--- src/rtl/axil_byte_serializer.sv ---
// rtl/axil_byte_serializer.sv - splits a strobed write word into Wishbone classic byte writes
// Bytes go out lowest strobe first; completion reports acked byte count and timeout/count errors.
module axil_byte_serializer #(
  parameter int DATA_WIDTH = 32,
  parameter int ADDR_WIDTH = 8,
  parameter int TIMEOUT    = 255,
  localparam int NB = DATA_WIDTH / 8,
  localparam int CW = $clog2(NB) + 1
) (
  input  logic                  clk,
  input  logic                  rst,
  input  logic                  in_valid,
  output logic                  in_ready,
  input  logic [ADDR_WIDTH-1:0] in_addr,
  input  logic [DATA_WIDTH-1:0] in_data,
  input  logic [NB-1:0]         in_strb,
  input  logic [CW-1:0]         in_ones,
  output logic                  wb_cyc_o,
  output logic                  wb_stb_o,
  output logic                  wb_we_o,
  output logic [ADDR_WIDTH-1:0] wb_adr_o,
  output logic [7:0]            wb_dat_o,
  input  logic                  wb_ack_i,
  output logic                  done_o,
  output logic [CW-1:0]         done_bytes_o,
  output logic                  err_o
);

  localparam int KW = $clog2(NB);
  localparam int TW = $clog2(TIMEOUT + 1);

  typedef enum logic [1:0] {IDLE, ISSUE, DONE} state_t;

  state_t                state, state_nxt;
  logic [ADDR_WIDTH-1:0] addr_q;
  logic [DATA_WIDTH-1:0] data_q;
  logic [NB-1:0]         mask;
  logic [CW-1:0]         remaining;
  logic [CW-1:0]         done_bytes;
  logic                  err;
  logic [TW-1:0]         tcnt;

  logic                  hs;
  logic                  ack;
  logic [KW-1:0]         k;
  logic [NB-1:0]         mask_nxt;
  logic [CW-1:0]         rem_nxt;
  logic                  last_ack;
  logic                  tmo;

  assign hs  = in_valid && (state == IDLE);
  assign ack = (state == ISSUE) && wb_ack_i;

  // Lowest pending strobe; scanning downward lets the lowest index win.
  always_comb begin
    k = '0;
    for (int i = NB - 1; i >= 0; i--) begin
      if (mask[i]) k = i[KW-1:0];
    end
  end

  assign mask_nxt = mask & ~(NB'(1) << k);
  assign rem_nxt  = remaining - CW'(1);
  assign last_ack = ack && ((mask_nxt == '0) || (rem_nxt == '0));
  assign tmo      = (state == ISSUE) && !wb_ack_i && (tcnt == TW'(TIMEOUT - 1));

  always_ff @(posedge clk or posedge rst) begin
    if (rst) state <= IDLE;
    else     state <= state_nxt;
  end

  always_comb begin
    state_nxt = state;
    case (state)
      IDLE:    if (hs) state_nxt = ((in_ones == '0) || (in_strb == '0)) ? DONE : ISSUE;
      ISSUE:   if (last_ack || tmo) state_nxt = DONE;
      DONE:    state_nxt = IDLE;
      default: state_nxt = IDLE;
    endcase
  end

  always_ff @(posedge clk or posedge rst) begin
    if (rst) begin
      addr_q     <= '0;
      data_q     <= '0;
      mask       <= '0;
      remaining  <= '0;
      done_bytes <= '0;
      err        <= 1'b0;
      tcnt       <= '0;
    end else if (hs) begin
      addr_q     <= in_addr;
      data_q     <= in_data;
      mask       <= in_strb;
      remaining  <= in_ones;
      done_bytes <= '0;
      tcnt       <= '0;
      // A word skipped outright still reports a strobe/count disagreement.
      err        <= (in_ones == '0) != (in_strb == '0);
    end else if (state == ISSUE) begin
      if (wb_ack_i) begin
        mask       <= mask_nxt;
        remaining  <= rem_nxt;
        done_bytes <= done_bytes + CW'(1);
        tcnt       <= '0;
        if (last_ack) err <= (mask_nxt == '0) != (rem_nxt == '0);
      end else if (tmo) begin
        err <= 1'b1;
      end else begin
        tcnt <= tcnt + TW'(1);
      end
    end
  end

  always_comb begin
    in_ready     = (state == IDLE);
    wb_cyc_o     = (state == ISSUE);
    wb_stb_o     = (state == ISSUE);
    wb_we_o      = (state == ISSUE);
    wb_adr_o     = '0;
    wb_dat_o     = '0;
    done_o       = (state == DONE);
    done_bytes_o = done_bytes;
    err_o        = err;
    if (state == ISSUE) begin
      wb_adr_o = {addr_q[ADDR_WIDTH-1:KW], k};
      wb_dat_o = data_q[{k, 3'b000} +: 8];
    end
  end

endmodule
--- config.mk ---
export PLATFORM = sky130hd
export DESIGN_NAME = axil_byte_serializer
export DESIGN_NICKNAME = d
export VERILOG_FILES = /design/src/rtl/axil_byte_serializer.sv
export SDC_FILE = /design/constraint.sdc
export NUM_CORES = 1
export LEC_CHECK = 0
export BUFFER_PORTS_ARGS = -buffer_cell sky130_fd_sc_hd__buf_2
export CORE_MARGIN = 5
export CORE_UTILIZATION = 53
export CTS_CLUSTER_SIZE = 8
export DETAILED_ROUTE_END_ITERATION = 6
export PLACE_DENSITY = 0.84
export RECOVER_POWER = 50
export SLEW_MARGIN = 10
export SYNTH_ARGS = -nofsm -noshare
export SYNTH_HDL_FRONTEND = slang
export SYNTH_SLANG_ARGS = --single-unit
--- constraint.sdc ---
create_clock -name clk -period 2.17 [get_ports clk]
set_clock_uncertainty 0.05 [all_clocks]
set_input_delay 0.434 -clock clk [delete_from_list [all_inputs] [get_ports clk]]
set_output_delay 0.434 -clock clk [all_outputs]
set_load 0.01 [all_outputs]
# Yosys cells after proc, flatten, opt, wreduce, memory -nomap -nowiden
# Cells that the tools add are included.
[totals]
word_cells = 73
input_bits = 51
ff_bits = 61
out_inout_bits = 25
[op_classes]
shifts = 2
n_eq_ne = 9
reduce_logical = 21
n_mux = 28
n_bitwise = 2
add_sub_neg = 3
[ops]
columns = ["cell", "n"]
rows = [
  ["$mux W8", 6],
  ["$shiftx A32 B6 Y8", 1],
  ["$mux W3", 6],
  ["$mux W2", 7],
  ["$mux W4", 3],
  ["$add A8 B1 Y8 const B", 1],
  ["$eq A8 B8 Y1 const B", 1],
  ["$logic_not A4 Y1", 2],
  ["$logic_not A3 Y1", 2],
  ["$reduce_and A2 Y1", 3],
  ["$logic_and A1 B1 Y1", 5],
  ["$mux W1", 5],
  ["$and A4 B4 Y4", 1],
  ["$ne A2 B1 Y1 const B", 2],
  ["$not A4 Y4", 1],
  ["$pmux W2 S2", 1],
  ["$reduce_bool A2 Y1", 2],
  ["$shl A1 B2 Y4 const A", 1],
  ["$add A3 B1 Y3 const B", 1],
  ["$logic_or A1 B1 Y1", 3],
  ["$ne A3 B1 Y1 const B", 1],
  ["$ne A3 B3 Y1 const B", 1],
  ["$reduce_and A3 Y1", 1],
  ["$reduce_bool A3 Y1", 1],
  ["other kinds (6)", 7],
]

# Logic depth before layout (Yosys ltp)
[depth]
ltp_word = 14
mapped_depth = 8
mapped_depth_nobuf = 8

# Worst setup path after synthesis
# OpenSTA, ideal clock, no wires.
[synth_timing]
kind = "reg2out"
start = "register state[1]"
end = "output wb_dat_o[6]"
t_required_ps = 1686
stages_incl_launch_ff = 6
slack_ps = 284
path_buffers = 2
arrival_ps = 1402
path_cell_list = "dfrtp_1 > buf_2 > and2b_1 > buf_2 > nand2_1 > o22ai_1"
[synth_between]
elab_chain_cells = 2
[synth_lines]
columns = ["element", "line", "rtl"]
rows = [
  ["start, declared", "34", "state_t state, state_nxt;"],
  ["start signal, assigned", "69", "else state <= state_nxt;"],
  ["$eq A2 B1 Y1", "-", ""],
  ["named net wb_cyc_o", "18", "output logic wb_cyc_o,"],
  ["$mux W8", "125", "if (state == ISSUE) begin"],
  ["end, declared", "22", "output logic [7:0] wb_dat_o,"],
]
# The timed path passes the listed nets, and every way through them passes these cells.

# Worst setup path after layout
[layout_timing]
start = "register state[1]"
end = "output wb_dat_o[7]"
[layout_between]
elab_chain_cells = 2
[layout_lines]
columns = ["element", "line"]
rows = [
  ["$eq A2 B1 Y1", "125"],
  ["$mux W8", "125"],
]
# No other way between the ends.

==> results.py <==
metrics = {
    "status": {
        "status": "finished, final reports clean",
    },
    "setup_path": {
        "critPathArrivalTime_ns": 1.69,
        "crit_start": "state[1]$_DFFE_PP0P_",
        "r2r-end": "err_o$_DFFE_PP0P_",
        "r2r_slack_ns": 0.14,
        "crit_required_ns": 1.69,
        "cp_max_fo": 9,
        "worstSetupEndpoint": "wb_dat_o[7]",
        "rr_worst_depth": 8,
        "r2r_start": "mask[2]$_DFFE_PP0P_",
        "end_kind": "output port",
        "crit_type": "reg2out",
        "worstSetupStartpointType": "register",
    },
    "clock_tree": {
        "worstSkewPairLatency_ns": 0.33,
        "clkSlewWorstSetupHoldPaths_ns": 0.06,
        "hold_buffers": 0,
        "cts.sinks": 59,
        "ctsLongestPathBuffers": 2,
        "cts_tree": "done",
        "root_buffer": "clkbuf_8",
        "cts_max_level": 3,
        "cts_made_buffers": 9,
    },
    "yosys": {
        "netlist_area_sq_um": 2910,
        "synth-seq-cells": 59,
        "synth_top_cells_by_area": "dfrtp_1 (51%), mux2_2 (15%), mux2i_1 (3.1%), ha_1 (3.0%), o22ai_1 (2.4%)",
        "yosysTopAreaCell": "dfrtp_1",
        "syn_nets": 304,
        "ys.warnings.count": 0,
        "ys_seq_area_share_pct": 50.7,
        "synth-edff-count": 0,
        "async_flop_share_pct": 100,
        "synth_top_area_share_pct": 50.7,
        "synthCells": 246,
        "avgSynthCellArea_sq_um": 11.8,
        "yosys_most_used_dff": "dfrtp_1",
        "ys_types": 43,
    },
    "timing": {
        "slew_headroom_pct": 5.12,
        "period_minus_slack_ns": 2.17,
        "tightest_slew_ns": 1.42,
        "max_freq_mhz": 461,
        "grt_setup_unrepaired": "true",
        "finalHoldViolCount": 0,
        "drv_slew": 0,
        "whs_ns": 0.275,
        "fin_crit_sh_pct": 100,
        "timing.setup.tns_ns": 0,
        "setup_viol_count_final": 0,
    },
    "route": {
        "drt-vias-per-instance": 5.46,
        "vias": 2204,
        "antenna_left": 0,
        "first_pass_iters": 4,
        "drc_errors": 0,
        "drt_iter0_markers": 121,
        "wire_per_inst_microns": 16.6,
        "wirelength_microns": 6710,
    },
    "power_and_ir_drop": {
        "p_switching_uw": 1820,
        "cellPowerDensity_nw_per_um2": 1400,
        "combPwrFrac_pct": 43.7,
        "ir_worst_vdd_v": 0.000889,
        "p_leak_uw": 0.00166,
        "clkPwrFrac_pct": 17.5,
        "p_seq_share_pct": 38.8,
        "p_sw_share_pct": 36.3,
        "power.internal_uw": 3190,
    },
    "cells_and_area": {
        "n_antenna_cell": 0,
        "syn_to_final_growth_pct": 22.7,
        "multi_input_area_sq_um": 1360,
        "fin_area_sq_um": 3570,
        "final_core_util_pct": 65.7,
        "seq_area_sq_um": 1480,
        "final_cell_count_no_fill": 404,
        "fillers": 407,
        "fin_nets": 385,
        "layout-drive-gt1-share_pct": 44.6,
    },
    "floorplanning": {
        "ioPinCount": 76,
        "rows": 27,
        "start_util_pct": 53.6,
        "die-area_sq_um": 7080,
        "die_h_microns": 84.2,
        "chipWidth_microns": 84.2,
        "core-area_sq_um": 5440,
    },
    "global_route": {
        "grt_overflow": 0,
        "grt_pass1_wl_microns": 11300,
        "first_global_vias": 2390,
        "grt_max_degree": 60,
        "antenna_found_initial": 0,
        "grtUsageTotal_pct": 20.0,
    },
    "placement": {
        "gp_congestion": 0.801,
        "dp.final_hpwl_microns": 4720,
        "io_buffer_count": 73,
        "place_area_sq_um": 3380,
        "dp_cells": 385,
    },
    "worst_hold_path": {
        "min-delay-path-class": "in2reg",
    },
    "flow_run": {
        "maxCapViolations": 0,
    },
}
==> cells by family (layout without fill, tap and decap cells) <==
kind of cell | Yosys count | after routing | share of synthesized area [%]
AO/OA/AOI/OAI | 49 | 50 | 11.4
XOR/XNOR | 5 | 5 | 1.50
flip-flops | 59 | 59 | 50.7
AND/OR/NAND/NOR | 56 | 56 | 11.3
adder cells (fa/ha/maj) | 8 | 8 | 3.35
multiplexers | 48 | 48 | 18.2
buffers and inverters | 21 | 106 | 3.56
==> stage by stage <==
stage	worst slack, ns	power, uW
after floorplan	0.230	3390
after global placement	0.219	3920
after detailed placement	0.194	4030
after CTS	0.0142	5040
after global routing	-0.0423	5370
final	0.000609	5020
==> critical path: stages, from the launching register on <==
cell,delay (ns)
dfrtp_2,0.47
and2b_2,0.29
nand2_2,0.15
o22ai_1,0.26
buf_2,0.18
==> how the worst min path moves through the flow <==
stage	cells past startpoint	startpoint	to	slack, ns
floorplan	1	tcnt[6]$_DFFE_PP0P_	tcnt[6]$_DFFE_PP0P_	0.41
global placement	1	addr_q[6]$_DFFE_PP0P_	addr_q[6]$_DFFE_PP0P_	0.43
detailed placement	1	addr_q[4]$_DFFE_PP0P_	addr_q[4]$_DFFE_PP0P_	0.44
CTS	3	rst	tcnt[1]$_DFFE_PP0P_	0.09
global route	2	in_data[9]	data_q[9]$_DFFE_PP0P_	0.26
finish	3	in_strb[1]	mask[1]$_DFFE_PP0P_	0.27
==> cells in the mapped netlist (2+ instances only) <==
library cell  count
buf_4             4
a21oi_1           9
a22o_1            3
nor2_1           10
mux2_2           39
and2_1            8
buf_2             8
o22ai_1          11
ha_1              7
clkbuf_1          2
nor3_1            6
o21ai_0           8
dfrtp_1          59
o211ai_1          2
or3_1             3
nand2_1          12
xor2_1            3
mux2i_1           9
nor2b_1           4
a22oi_1           7
inv_1             7
xnor2_1           2
and3_1            3
==> state kept, by name (all words and copies together) (netlist names) <==
name / count
err_o: 1
data_q: 32
done_bytes_o: 3
remaining: 3
state: 2
mask: 4
addr_q: 6
tcnt: 8
==> area by class of cell <==
cell class | count | area share (%)
inverters | 7 | 0.735
clock inverters | 2 | 0.280
multi-input cells | 167 | 38.0
flip-flops and latches | 59 | 41.5
repair buffers | 83 | 12.5
well taps | 72 | 2.52
clock buffers | 14 | 4.55
==> power by group through the flow <==
stage	clock [uW]	sequential, uW	combinational, uW
2_1_floorplan	0	1810	1580
3_3_place_gp	0	1900	2010
3_5_place_dp	0	1950	2080
4_1_cts	899	1950	2190
5_1_grt	948	2020	2410
6_report	878	1950	2190
==> cell usage in the layout (no fill, tap or decap), drive strengths merged, types with 2 or more instances in the layout <==
cell / instances
a21oi: 9
a22o: 3
a22oi: 7
and2: 8
and3: 3
buf: 78
clkbuf: 19
clkinv: 2
dfrtp: 59
ha: 7
inv: 7
mux2: 39
mux2i: 9
nand2: 12
nand4b: 2
nor2: 10
nor2b: 4
nor3: 6
nor3b: 2
o211ai: 2
o21ai: 10
o21ba: 3
o22ai: 11
or3: 3
xnor2: 2
xor2: 3
==> metal layers <==
metal  wire, microns  global-route usage (%)  share of wire (%)  up-vias
met3             458                    6.58                6.8        8
met5               0                       0                  0        -
met1            3010                    25.8                 45     1068
met4              88                    7.60                1.3        0
li1                -                       -                  -     1053
met2            3150                    31.3                 47       75
==> timing repair <==
action                                  4_1_cts  5_1_grt
buffers inserted                              1        1
resized for setup                            11        3
cloned                                        1        0
endpoints found under the setup margin        8        8
pin swaps                                     0        3
Note: power is estimated with default switching activity, not from simulation.
